## src/rtl/mesh_egress_collector.sv

```systemverilog
// Collects packets from NUM_PORTS mesh terminals into per-port FIFOs and merges them
// round-robin into one output register. Optional macro MESH_COLLECT_TSTAMP_EN adds pop-time stamps.
module mesh_egress_collector #(
   parameter int PCKG_SZ    = 40,
   parameter int NUM_PORTS  = 16,
   parameter int FIFO_DEPTH = 4,
   parameter int PORT_W     = $clog2(NUM_PORTS)
) (
   input  logic                         clk,
   input  logic                         reset,
   input  logic [NUM_PORTS-1:0]         pndng,
   input  logic [NUM_PORTS*PCKG_SZ-1:0] data_out,
   output logic [NUM_PORTS-1:0]         pop,
   output logic [PCKG_SZ-1:0]           out_data,
   output logic [PORT_W-1:0]            out_src,
   output logic                         out_valid,
   input  logic                         out_ready,
   output logic [NUM_PORTS-1:0]         fifo_full,
`ifdef MESH_COLLECT_TSTAMP_EN
   output logic [31:0]                  out_tstamp,
`endif
   output logic [15:0]                  pkt_cnt
);

   localparam int AW = $clog2(FIFO_DEPTH);
   localparam int PW = AW + 1;
   localparam logic [PW-1:0] DEPTH_V = PW'(FIFO_DEPTH);

   logic [NUM_PORTS-1:0]              pop_q, pop_d, rd, empty;
   logic [NUM_PORTS-1:0][PCKG_SZ-1:0] head;
   logic                              out_valid_q, out_valid_d;
   logic [PCKG_SZ-1:0]                out_data_q, out_data_d;
   logic [PORT_W-1:0]                 out_src_q, out_src_d;
   logic [PORT_W-1:0]                 rr_q, rr_d, sel;
   logic                              found, ld;
   logic [15:0]                       pkt_cnt_q, pkt_cnt_d;
   logic [16:0]                       cnt_sum;
   int                                idx;
`ifdef MESH_COLLECT_TSTAMP_EN
   logic [31:0]                       tstamp_q;
   logic [31:0]                       out_ts_q, out_ts_d;
   logic [NUM_PORTS-1:0][31:0]        head_ts;
`endif

   for (genvar g = 0; g < NUM_PORTS; g++) begin : g_port
      logic [PCKG_SZ-1:0] mem_q [FIFO_DEPTH];
      logic [PW-1:0]      wptr_q, rptr_q, occ;

      assign occ          = wptr_q - rptr_q;
      assign empty[g]     = (occ == '0);
      assign fifo_full[g] = (occ == DEPTH_V);
      // The write launched by the current pop has not landed yet, so it must count as occupied.
      assign pop_d[g]     = pndng[g] & ~pop_q[g] & ((occ + PW'(pop_q[g])) < DEPTH_V);
      assign head[g]      = mem_q[rptr_q[AW-1:0]];

      always_ff @(posedge clk or negedge reset) begin
         if (!reset) begin
            wptr_q <= '0;
            rptr_q <= '0;
         end else begin
            wptr_q <= wptr_q + PW'(pop_q[g]);
            rptr_q <= rptr_q + PW'(rd[g]);
         end
      end

      always_ff @(posedge clk) begin
         if (pop_q[g]) mem_q[wptr_q[AW-1:0]] <= data_out[g*PCKG_SZ +: PCKG_SZ];
      end

`ifdef MESH_COLLECT_TSTAMP_EN
      logic [31:0] ts_q [FIFO_DEPTH];
      assign head_ts[g] = ts_q[rptr_q[AW-1:0]];
      always_ff @(posedge clk) begin
         if (pop_q[g]) ts_q[wptr_q[AW-1:0]] <= tstamp_q;
      end
`endif
   end

   // Round-robin search for the first non-empty FIFO starting at rr_q.
   always_comb begin
      sel   = '0;
      found = 1'b0;
      idx   = 0;
      for (int off = 0; off < NUM_PORTS; off++) begin
         idx = int'(rr_q) + off;
         if (idx >= NUM_PORTS) idx = idx - NUM_PORTS;
         if (!found && !empty[idx]) begin
            found = 1'b1;
            sel   = PORT_W'(idx);
         end
      end
   end

   assign ld = found & (~out_valid_q | out_ready);

   always_comb begin
      rd = '0;
      if (ld) rd[sel] = 1'b1;
   end

   always_comb begin
      out_valid_d = out_valid_q;
      out_data_d  = out_data_q;
      out_src_d   = out_src_q;
      rr_d        = rr_q;
`ifdef MESH_COLLECT_TSTAMP_EN
      out_ts_d    = out_ts_q;
`endif
      if (ld) begin
         out_valid_d = 1'b1;
         out_data_d  = head[sel];
         out_src_d   = sel;
         rr_d        = (sel == PORT_W'(NUM_PORTS - 1)) ? '0 : sel + 1'b1;
`ifdef MESH_COLLECT_TSTAMP_EN
         out_ts_d    = head_ts[sel];
`endif
      end else if (out_ready) begin
         out_valid_d = 1'b0;
      end
   end

   always_comb begin
      cnt_sum = {1'b0, pkt_cnt_q};
      for (int i = 0; i < NUM_PORTS; i++) cnt_sum = cnt_sum + 17'(pop_q[i]);
      pkt_cnt_d = cnt_sum[16] ? 16'hFFFF : cnt_sum[15:0];
   end

   always_ff @(posedge clk or negedge reset) begin
      if (!reset) begin
         pop_q       <= '0;
         out_valid_q <= 1'b0;
         out_data_q  <= '0;
         out_src_q   <= '0;
         rr_q        <= '0;
         pkt_cnt_q   <= '0;
      end else begin
         pop_q       <= pop_d;
         out_valid_q <= out_valid_d;
         out_data_q  <= out_data_d;
         out_src_q   <= out_src_d;
         rr_q        <= rr_d;
         pkt_cnt_q   <= pkt_cnt_d;
      end
   end

`ifdef MESH_COLLECT_TSTAMP_EN
   always_ff @(posedge clk or negedge reset) begin
      if (!reset) begin
         tstamp_q <= '0;
         out_ts_q <= '0;
      end else begin
         tstamp_q <= tstamp_q + 32'd1;
         out_ts_q <= out_ts_d;
      end
   end
   assign out_tstamp = out_ts_q;
`endif

   assign pop       = pop_q;
   assign out_valid = out_valid_q;
   assign out_data  = out_data_q;
   assign out_src   = out_src_q;
   assign pkt_cnt   = pkt_cnt_q;

endmodule

```

## config.mk

```make
export PLATFORM = sky130hd
export DESIGN_NAME = mesh_egress_collector
export DESIGN_NICKNAME = d
export VERILOG_FILES = /design/src/rtl/mesh_egress_collector.sv
export SDC_FILE = /design/constraint.sdc
export NUM_CORES = 2
export LEC_CHECK = 0
export ABC_AREA = 0
export CORE_AREA = 2 2 497 499
export CTS_CLUSTER_SIZE = 16
export DETAILED_ROUTE_END_ITERATION = 7
export DIE_AREA = 0 0 499 501
export PLACE_DENSITY = 0.7
export SLEW_MARGIN = 20
export SYNTH_ARGS = -nofsm -noshare
export SYNTH_HDL_FRONTEND = slang
export SYNTH_SLANG_ARGS = --single-unit
export TNS_END_PERCENT = 20
```

## constraint.sdc

```tcl
create_clock -name clk -period 7.4 [get_ports clk]
set_clock_uncertainty 0.15 [all_clocks]
set_input_delay 0.74 -clock clk [delete_from_list [all_inputs] [get_ports clk]]
set_output_delay 0.74 -clock clk [all_outputs]
set_load 0.03 [all_outputs]
```

==> impl_metrics.toml <==
[outcome]
status = "finished clean"

[layout]
drive_gt1_share_pct = 22.17
instances_no_fill = 9724
multi_input_area_um2 = 27110
final_cell_mix = "2560 x edfxtp_1, 750 x clkdlybuf4s50_1, 670 x mux4_2"
post-route-util_pct = 53.49
area_delta_synth_final_pct = 19.49
seqCellArea_um2 = 81340
fillers = 18620
fin_nets = 6994
mostFrequentLayoutCell = "edfxtp_1"

[timing]
rsz0062_at_grt = "no"
period_needed_ps = 7088
setup-tns-final_ps = 0
slew_headroom_pct = 24.94
setup_viol = 0
slew_viol_final = 0
fmax_mhz = 141.1
worstMarginPinSlew_ps = 1114
worst_slack_ps = 311.9
finalCritPeriodShare_pct = 95.79
hold_violations = 0

[detailed_routing]
num_vias = 58430
routed-wl-met3_mm = 38.08
route.detailed.drc = 0
dr.first_iter.drc_count = 8037
postRouteAntennaNets = 0
viasPerCell = 6.009
routed_wl_mm = 331.2
routed.top_layer = "met5"
drt_first_pass_iters = 7
routedWlPerCell_um = 34.06
met1_length_mm = 122.7
wl_met2_mm = 148.5

[yosys]
synthCells = 5261
synth-xor-area-share_pct = 0.9830
yosysTopAreaCellShare_pct = 70.15
yosys_warnings = 0
synth_edf_count = 2560
yosys.area_share.simple_pct = 3.237
syn_avg_cell_area_um2 = 20.83
yosysTopAreaCell = "edfxtp_1"
synth_compound_area_share_pct = 2.318
synth_flop_cell = "edfxtp_1"
syn_nets = 6044
synthAdderAreaFrac_pct = 1.608
synth_mux_area_share_pct = 16.34
synth_top_family_by_area = "multiplexers"
synth_seq_area_share_pct = 74.19
synth_area_um2 = 109600
async_flop_share_pct = 6.467
ys_ff_latch = 2737
ys_types = 76
yosys-top-cells-area = "edfxtp_1 70%, mux4_2 14%, dfrtp_1 4.0%"

[die]
core_area_um2 = 244800
start_util_pct = 44.77
rows = 182
ios = 752
fp.dieH_um = 501
die_area_um2 = 250000
die_w_um = 499

[worst_hold_path]
hold_class = "input pin to register"

[grt]
grt_usage_pct = 26.23
grt_max_degree = 96
grt_overflow = 0
grt_pass1_vias = 58070
antenna_found_initial = 169
grt_pass1_wl_mm = 455.0

[clocking]
root_buffer = "clkbuf_16"
htreeDepth = 5
clkSinkCount = 2737
clkTransAtPathRegs_ps = 70
cts_buffers = 298
cts_tree = "done"
clockBufferDepth = 4
clock_latency_ps = 950

[power_and_ir_drop]
powerDensity_nw_per_um2 = 506.8
p_leak_nw = 43.37
power_mw = 66.36
ir_worst_vdd_mv = 0.6774

[placed_design]
dp_cells = 9129
hpwlAfterDp_mm = 232.0
gp_congestion = 0.9322
portBuffers = 751
pre_cts_ws_ps = 129.8

[critical_path]
crit_path_max_fanout = 63
crit_required_ps = 8050
critPathKind = "register to register"
startpoint_type = "register"
critPathSlowestCell = "mux4_2"
crit_path_cell_trace = "inv_1, ha_1, fa_1, xor3_1, or2_0, mux4_2, a22oi_1, o221ai_1, a21oi_1, o2bb2ai_1, a221oi_4, buf_12, buf_12, buf_4, mux2i_1, nand2_1, o21ai_1, and3_1, nor4_2"
critPathMostFrequentCell = "buf_12"
worst_setup_path_end_kind = "register"
slowest_delay_ps = 560
cp.arrival_ps = 7740

[job]
timing.max_cap.violations = 0
==> worst max-delay path: cells and delay by family (launching register included) <==
| family | cells | cell delay, ps |
|---|---|---|
| DFF | 1 | 420 |
| and+or+nand+nor | 4 | 770 |
| xor gates and xnor gates | 1 | 480 |
| muxes | 2 | 1120 |
| AOI/OAI and AO/OA | 6 | 2030 |
| adders and majority gates | 2 | 590 |
| buffers and inverters | 4 | 1290 |
==> cells in the mapped netlist, types with 4 or more instances <==
library cell and n:
o221ai_1 16, buf_4 13, a21oi_1 120, xnor3_1 10, or2_2 5, buf_2 43, a22oi_1 6, buf_1 4
nor4_1 4, buf_6 14, nor3b_1 12, mux2_1 5, a211oi_1 104, nand4_1 9, nor3_1 19, nand3b_1 18
o22ai_1 39, xor3_1 16, xor2_1 39, mux2_2 36, mux4_2 670, mux2i_1 235, nand3_1 47, fa_1 28
inv_1 60, nor2_1 155, xnor2_1 13, o211ai_1 4, ha_1 96, and2_1 9, nor4_2 35, nand2_1 119
o21ai_0 63, nand2b_1 11, and3_1 78, o21ai_1 12, clkbuf_1 198, edfxtp_1 2560, nor2b_1 109, dfrtp_1 177
==> layout make-up <==
| cell class | count | share of cell area (%) |
|---|---|---|
| Inverter | 60 | 0.1720 |
| Multi-Input combinational cell | 2192 | 20.70 |
| Clock inverter | 145 | 0.9192 |
| Sequential cell | 2737 | 62.12 |
| Clock buffer | 371 | 6.029 |
| Antenna cell | 77 | 0.1472 |
| Timing Repair Buffer | 922 | 6.832 |
| Tap cell | 3220 | 3.077 |
==> where the power goes <==
part / switching (mW) / leakage, nW / internal, mW
sequential: 0.965 / 25.3 / 19.6
combinational: 20.8 / 13.6 / 11.0
clock: 5.84 / 4.45 / 8.17
total: 27.6 / 43.4 / 38.8
==> flip-flops by register name (all words and copies together) (netlist names) <==
register,count
g_port.mem_q,2560
g_port.rptr_q,48
g_port.wptr_q,48
out_data,40
pkt_cnt,16
pop,16
out_src,4
rr_q,4
out_valid,1
==> metrics by stage <==
| step | hold WS, ps | area [um^2] |
|---|---|---|
| final | 224.9 | 130900 |
| after global routing | 206.9 | 130800 |
| after CTS | 154.2 | 130700 |
| after detailed placement | 316.5 | 121600 |
| after global placement | 307.9 | 121600 |
| after floorplan | 293.3 | 109600 |
==> final timing paths <==
path	start	to	slack (ps)	cells past startpoint
worst max-delay path	g_port[3].wptr_q[0]	out_data[16]	310	19
worst min-delay path	pndng[7]	pop[7]	220	2
worst max register to register	g_port[3].wptr_q[0]	out_data[16]	310	19
worst min register to register	g_port[13].wptr_q[2]	g_port[13].wptr_q[2]	330	1
max in group asynchronous	reset	g_port[4].rptr_q[1]	5430	3
min in group asynchronous	reset	g_port[0].rptr_q[1]	320	2
==> cell families (layout without fill, tap and decap cells) <==
group | Yosys count | after routing
AOI/OAI and AO/OA | 399 | 399
xor gates and xnor gates | 79 | 79
adders and majority gates | 124 | 124
buffers and inverters | 332 | 1498
DFF | 2737 | 2737
muxes | 946 | 946
other | 0 | 77
and+or+nand+nor | 644 | 644
==> per-layer routing <==
metal	GRT usage (%)	vias to the layer above
li1	-	23770
met1	33.89	30540
met2	38.71	3182
met5	0	-
met3	9.265	763
met4	14.83	182
==> timing repair <==
action / in CTS / in global routing
resized for setup: 0 / 2
hold buffers: 1 / 0
setup buffers: 0 / 2
endpoints found under the setup margin: 0 / 14
endpoints found under the hold margin: 93 / 0
Power figures use the tool's default switching activity.
